`src/rtl/digdug_cusio_master.sv`:
```
// Bus master for the Dig Dug custom I/O chip: command write, wait for the chip's
// NMI, burst LEN reads/writes through local buffers, then disable the NMI with STOP_CMD.
module digdug_cusio_master #(
  parameter logic [7:0]  STOP_CMD    = 8'h10,
  parameter int unsigned NMI_TIMEOUT = 4095
) (
  input  logic       CL,
  input  logic       RESET,
  input  logic       REQ,
  input  logic [7:0] CMD,
  input  logic [3:0] LEN,
  input  logic       DIR,
  input  logic       WWE,
  input  logic [3:0] WADR,
  input  logic [7:0] WDAT,
  input  logic [3:0] RADR,
  output logic [7:0] RDAT,
  output logic       BUSY,
  output logic       DONE,
  output logic       ERR,
  output logic       IO_CS,
  output logic       IO_WR,
  output logic [4:0] IO_AD,
  output logic [7:0] IO_DO,
  input  logic [7:0] IO_DI,
  input  logic       IO_NMI
);

  localparam int unsigned TW     = (NMI_TIMEOUT < 2) ? 1 : $clog2(NMI_TIMEOUT);
  localparam logic [4:0]  CMD_AD = 5'h10;

  typedef enum logic [2:0] {
    S_IDLE, S_CMDW, S_WAITNMI, S_XFER, S_STOPW, S_FIN
  } state_t;

  state_t        state;
  logic [3:0]    len_q;
  logic          dir_q;
  logic [3:0]    idx;
  logic [TW-1:0] tmo;
  logic          nmi_q;
  logic          nmi_edge;
  logic [7:0]    rbuf [16];
  logic [7:0]    wbuf [16];

  assign nmi_edge = IO_NMI & ~nmi_q;
  assign RDAT     = rbuf[RADR];

  // Host-side write buffer; frozen while a transaction owns it.
  always_ff @(posedge CL) begin
    if (WWE && !BUSY) wbuf[WADR] <= WDAT;
  end

  // Transaction FSM with registered bus outputs.
  always_ff @(posedge CL or posedge RESET) begin
    if (RESET) begin
      state <= S_IDLE;
      len_q <= '0;
      dir_q <= 1'b0;
      idx   <= '0;
      tmo   <= '0;
      nmi_q <= 1'b0;
      BUSY  <= 1'b0;
      DONE  <= 1'b0;
      ERR   <= 1'b0;
      IO_CS <= 1'b0;
      IO_WR <= 1'b0;
      IO_AD <= '0;
      IO_DO <= '0;
      for (int i = 0; i < 16; i++) rbuf[i] <= 8'h00;
    end else begin
      nmi_q <= IO_NMI;
      case (state)
        S_IDLE: begin
          if (REQ) begin
            len_q <= LEN;
            dir_q <= DIR;
            ERR   <= 1'b0;
            BUSY  <= 1'b1;
            IO_CS <= 1'b1;
            IO_WR <= 1'b1;
            IO_AD <= CMD_AD;
            IO_DO <= CMD;
            state <= S_CMDW;
          end
        end
        S_CMDW: begin
          IO_CS <= 1'b0;
          IO_WR <= 1'b0;
          if (len_q == 4'd0) begin
            DONE  <= 1'b1;
            BUSY  <= 1'b0;
            state <= S_FIN;
          end else begin
            tmo   <= '0;
            state <= S_WAITNMI;
          end
        end
        S_WAITNMI: begin
          if (nmi_edge) begin
            idx   <= '0;
            tmo   <= '0;
            IO_CS <= 1'b1;
            IO_WR <= dir_q;
            IO_AD <= 5'h00;
            if (dir_q) IO_DO <= wbuf[0];
            state <= S_XFER;
          end else if (tmo == TW'(NMI_TIMEOUT - 1)) begin
            ERR   <= 1'b1;
            tmo   <= '0;
            IO_CS <= 1'b1;
            IO_WR <= 1'b1;
            IO_AD <= CMD_AD;
            IO_DO <= STOP_CMD;
            state <= S_STOPW;
          end else begin
            tmo <= tmo + TW'(1);
          end
        end
        S_XFER: begin
          if (!dir_q) rbuf[idx] <= IO_DI;
          if (idx == len_q - 4'd1) begin
            IO_CS <= 1'b1;
            IO_WR <= 1'b1;
            IO_AD <= CMD_AD;
            IO_DO <= STOP_CMD;
            state <= S_STOPW;
          end else begin
            idx   <= idx + 4'd1;
            IO_AD <= {1'b0, idx + 4'd1};
            if (dir_q) IO_DO <= wbuf[idx + 4'd1];
          end
        end
        S_STOPW: begin
          IO_CS <= 1'b0;
          IO_WR <= 1'b0;
          DONE  <= 1'b1;
          BUSY  <= 1'b0;
          state <= S_FIN;
        end
        S_FIN: begin
          DONE  <= 1'b0;
          state <= S_IDLE;
        end
        default: state <= S_IDLE;
      endcase
    end
  end

endmodule

```
`config.mk`:
```
export PLATFORM = sky130hd
export DESIGN_NAME = digdug_cusio_master
export DESIGN_NICKNAME = d
export VERILOG_FILES = /design/src/rtl/digdug_cusio_master.sv
export SDC_FILE = /design/constraint.sdc
export NUM_CORES = 1
export LEC_CHECK = 0
export ABC_CLOCK_PERIOD_IN_PS = 5800
export CELL_PAD_IN_SITES_DETAIL_PLACEMENT = 0
export CELL_PAD_IN_SITES_GLOBAL_PLACEMENT = 2
export CORE_MARGIN = 1.5
export CORE_UTILIZATION = 45
export CTS_CLUSTER_DIAMETER = 80
export DETAILED_ROUTE_END_ITERATION = 10
export PLACE_DENSITY = 0.87
export SETUP_SLACK_MARGIN = 0.3
export SKIP_LAST_GASP = 1
export SLEW_MARGIN = 20
export SYNTH_ARGS = -nofsm -noshare
export SYNTH_HDL_FRONTEND = slang
export SYNTH_SLANG_ARGS = --single-unit
```
`constraint.sdc`:
```
create_clock -name CL -period 5.8 [get_ports CL]
set_input_delay 0.58 -clock CL [delete_from_list [all_inputs] [get_ports CL]]
set_output_delay 0.58 -clock CL [all_outputs]
set_load 0.03 [all_outputs]
```
# Yosys cells after proc, flatten, opt, wreduce, memory -nomap -nowiden
# Memory sizes are Yosys's and may differ from the RTL's.
# Cells that the tools add are included.
[op_classes]
add_sub_neg = 3
multipliers = 0
div = 0
magnitude_cmp = 3
eq_ne = 18
shift = 0
mux = 47
bitwise = 5
n_reduce_logical = 24
[op_table]
columns = ["operator", "n"]
rows = [
  ["128-bit bitwise mux", 1],
  ["8-bit 2-to-1 mux", 9],
  ["12-bit 2-to-1 mux", 3],
  ["8-bit binary-select mux with 4-bit select", 1],
  ["8-bit demux with 4-bit select", 1],
  ["12-bit case mux with 2 select lines", 1],
  ["8-bit case mux with 3 select lines", 1],
  ["5-bit 2-to-1 mux", 4],
  ["2-bit inequality test (second input constant)", 8],
  ["3-bit 2-to-1 mux", 5],
  ["3-bit case mux with 5 select lines", 1],
  ["5-bit case mux with 3 select lines", 1],
  ["12-bit by 1-bit adder with 12-bit output (second input constant)", 1],
  ["12-bit equality test (second input constant)", 1],
  ["3-bit AND reduction", 4],
  ["1-bit 2-to-1 mux", 11],
  ["5-bit >= comparator (second input constant)", 2],
  ["4-bit NOT with 5-bit output", 2],
  ["3-bit inequality test (second input constant)", 3],
  ["3-bit nonzero test", 3],
  ["4-bit 2-to-1 mux", 2],
  ["1-bit case mux with 4 select lines", 2],
  ["4-bit case mux with 2 select lines", 1],
  ["2-bit AND reduction", 4],
  ["other kinds (20)", 28],
]
[word_totals]
ff_bits = 171
latchBits = 0
mem_bits_rw = 128
romBits = 0
word_cells = 130
mem_count = 1
[mem_list]
columns = ["name", "words", "word_bits", "rd", "rd_ports_with_merged_regs", "write_ports", "line", "text"]
rows = [
  ["wbuf", 16, 8, 2, 0, 1, "44", "logic [7:0] wbuf [16];"],
]

# Longest topological paths before layout
[logic_depth]
depth_word = 6
mapped_depth = 11
ltp_nobuf = 7

# Worst setup path after synthesis
# Ideal clock, no wire load.
[synth_path]
kind = "reg-to-reg"
from = "register idx[0]"
to = "register IO_DO[6]"
setup_time_ns = 0.143
arrival_ns = 2.829
required_ns = 5.657
setup_slack_ns = 2.828
path_stages_with_launch = 11
path_cell_list = "dfrtp_1 > buf_4 > buf_2 > inv_1 > ha_1 > clkbuf_1 > clkbuf_1 > mux4_2 > mux4_2 > a22oi_1 > a221oi_1"
[synth_via]
elab_chain_len = 5
elab_cells_between_ends = 8
[synth_rtl]
columns = ["item", "line", "text"]
rows = [
  ["start, declared", "39", "logic [3:0] idx;"],
  ["start signal, assigned", "129", "idx <= idx + 4'd1;"],
  ["4-bit by 1-bit adder with 4-bit output", "131", "if (dir_q) IO_DO <= wbuf[idx + 4'd1];"],
  ["memory 16 x 8 bit", "-", ""],
  ["8-bit 2-to-1 mux", "131", ""],
  ["8-bit 2-to-1 mux", "122", "if (idx == len_q - 4'd1) begin"],
  ["8-bit case mux with 3 select lines", "73", "case (state)"],
  ["end signal, assigned", "106", "if (dir_q) IO_DO <= wbuf[0];"],
  ["end signal, assigned", "131", ""],
  ["end, declared", "24", "output logic [7:0] IO_DO,"],
]
# Parallel ways exist; a longest one is shown, timed or not. The select of a mux whose other input is x is not followed.
# A chain may end at the register's enable or synchronous reset.

# Worst setup path after layout
[layout_path]
from = "input RADR[1]"
to = "output RDAT[2]"
[layout_via]
elab_chain_len = 4
[layout_rtl]
columns = ["item", "line", "text"]
rows = [
  ["start, declared", "16", "input logic [3:0] RADR,"],
  ["4-bit NOT with 5-bit output (not written as such)", "47", "assign RDAT = rbuf[RADR];"],
  ["8-bit binary-select mux with 4-bit select", "47", ""],
  ["8-bit 2-to-1 mux (not written as such) (2 in a row)", "47", ""],
  ["end, declared", "17", "output logic [7:0] RDAT,"],
]
# No other way between the ends. The select of a mux whose other input is x is not followed.

==> metrics.cfg <==
[drt]
wirelength_um=28200
first_iter_violations=475
drc=0
avgRoutedWirePerCell_um=22.3
drt-vias-per-instance=5.61
vias=7114
ant_nets=0
firstDrtPassIters=4

[floorplanning]
coreArea_mm2=0.0286
start_util=0.457
ios=68
std_cell_rows=62
die_area_mm2=0.0301
fp.dieH_um=173
die_x_um=173

[logic_synthesis]
synth_xor_area_frac=0.0123
yosys.area_share.simple=0.0475
post_synth_mux_area_share=0.255
synth-seq-area-share=0.621
ys_seq_elements=299
synth_top_cell_by_area=dfrtp_1
synthFlopType=dfrtp_1
ys_async_sr_fraction=0.572
synth_top_family_by_area=multiplexers
synth_area_leaders=dfrtp_1 (33%), edfxtp_1 (29%), mux4_2 (14%), mux2_2 (12%), nor2_1 (1.1%)
synthCells=791
syn_area_per_cell_um2=16.5
netlist.area_leader.share=0.327
synth_compound_area_frac=0.0383
synth_cell_types=55
synth_area_mm2=0.0131
synth_nets=841
synth_adder_area_share=0.00765
synth-edff-count=128
synth.yosys.warnings=0

[critical_path]
critPathCaptureType=output pin
path_max_fanout=24
worstPathRequired_ps=5220
r2r_cells=5
crit_path_start_kind=input pin
crit_type=input pin to output pin
critPathArrivalTime_ps=3290

[sta]
fmax_ghz=0.258
fin_crit_sh=0.667
finalMaxSlewViolations=0
hold_viol=0
slew-limit-headroom=0.320
setup_viol=0
rsz0062_at_grt=no
post-route-min-period_ps=3870
clock_skew_ps=33.6
tightest_slew_ps=1020
totalNegativeSetupSlack_ps=0

[placed_design]
portBuffers=67
placed_area_mm2=0.0141
hpwl_um=17800
routabilityCongestion=0.752
place_inst=1206

[final_layout]
drive_gt1_frac=0.328
regArea_mm2=0.00812
n_fill_cell=2324
post_layout_nonfiller_instances=1268
final_common_cell=dfrtp_1
final_cell_mix=dfrtp_1 (170), mux2_2 (136), edfxtp_1 (128)
multi_input_area_mm2=0.00473
post-route-util=0.533
area_delta_synth_final_pct=16.6
fin_area_mm2=0.0152
fin_nets=908
num_antenna_cells=0

[clocking]
clock_latency_ps=530
cts_made_buffers=34
hold_buffers=0
clkTransAtPathRegs_ps=60
root_buffer=clkbuf_16
h-tree-depth=2
cts_resized=0
clock_sinks=299
cts_setup_buffers=0
clk_path_buf_depth=3
cts_tree=done

[global_routing]
grt_pass1_wl_um=44800
antenna_found_initial=0
first_global_vias=7546
grt_max_degree=67
grt_usage=0.195
grt-ovfl-total=0

[power_and_ir_drop]
irDropWorstVdd_uv=278
p_leak_nw=5.61
p_per_area_mw_per_mm2=448

[job]
cap_viol_max_count=0

[worst_hold_path]
hold_depth=1
hp-class=flip-flop to flip-flop

[outcome]
status=finished clean

## worst paths after layout
check / from / to / slack, ps
min in group asynchronous: RESET / rbuf[76] / 550
max: RADR[1] / RDAT[2] / 1930
min: rbuf[8] / rbuf[8] / 500
max reg2reg: state[2] / IO_DO[5] / 2680
min reg2reg: rbuf[8] / rbuf[8] / 500
max in group asynchronous: RESET / rbuf[79] / 4010
## cells in the mapped netlist, types with 2 or more instances
master / instances
a22o_1: 7
inv_1: 11
nor4_1: 7
or2_2: 2
a21o_1: 2
o31ai_1: 3
mux2_2: 136
buf_1: 5
xnor2_1: 10
ha_1: 8
nand3_1: 14
xor2_1: 4
buf_2: 12
a21oi_1: 14
a221oi_1: 7
clkbuf_1: 27
nor2b_1: 6
and2_1: 6
o22ai_1: 2
nand2b_1: 5
o21a_1: 2
dfrtp_1: 171
nand4_1: 3
or3_1: 2
a22oi_1: 7
edfxtp_1: 128
nor3_1: 9
and3_1: 2
nor2_1: 40
mux2i_1: 3
mux4_2: 79
o21ai_0: 11
nand2_1: 22
or3b_2: 3
## worst max-delay path: stages
cell	delay (ps)
clkdlybuf4s50_1	790
buf_4	430
mux4_2	360
mux4_2	490
clkdlybuf4s50_1	610
## logic make-up (layout without fill, tap and decap cells)
logic type,Yosys count,count (layout)
DFF,299,299
muxes,218,218
and+or+nand+nor,126,126
AOI/OAI and AO/OA,67,67
buffers and inverters,57,150
xor gates and xnor gates,16,16
adders and majority gates,8,8
## layer usage
metal / GRT usage / share of wire / up-vias
met5: 0 / 0 / -
met4: 0.0525 / 0.018 / 0
met3: 0.0289 / 0.039 / 39
met2: 0.330 / 0.51 / 143
met1: 0.263 / 0.44 / 3743
li1: - / - / 3189
## registers in the layout (all words and copies together), names as in the netlist, 3 cells and up
name,flops
rbuf,128
IO_AD,5
idx,4
tmo,12
len_q,4
wbuf,128
IO_DO,8
state,3
## area by class of cell
cell class / instances / share of cell area
inverters: 12 / 0.00328
multi-input cells: 435 / 0.310
well taps: 384 / 0.0315
flip-flops and latches: 299 / 0.533
clock buffers: 47 / 0.0610
repair buffers: 76 / 0.0482
clock inverters: 15 / 0.0130
## report_power, final
part	internal, mW	switching, mW	leakage, nW
clock	1.28	0.865	0.550
sequential	2.52	0.245	3.19
combinational	0.963	0.958	1.88
total	4.76	2.07	5.61
## stage by stage
step | hold WS, ps | worst slack, ps | total power [mW]
global placement | 488 | 1970 | 4.70
floorplan | 474 | 588 | 4.18
finish | 501 | 1930 | 6.83
detailed placement | 489 | 1920 | 4.72
CTS | 503 | 1920 | 6.89
global route | 515 | 1830 | 7.17
Note: power is estimated with default switching activity, not from simulation.
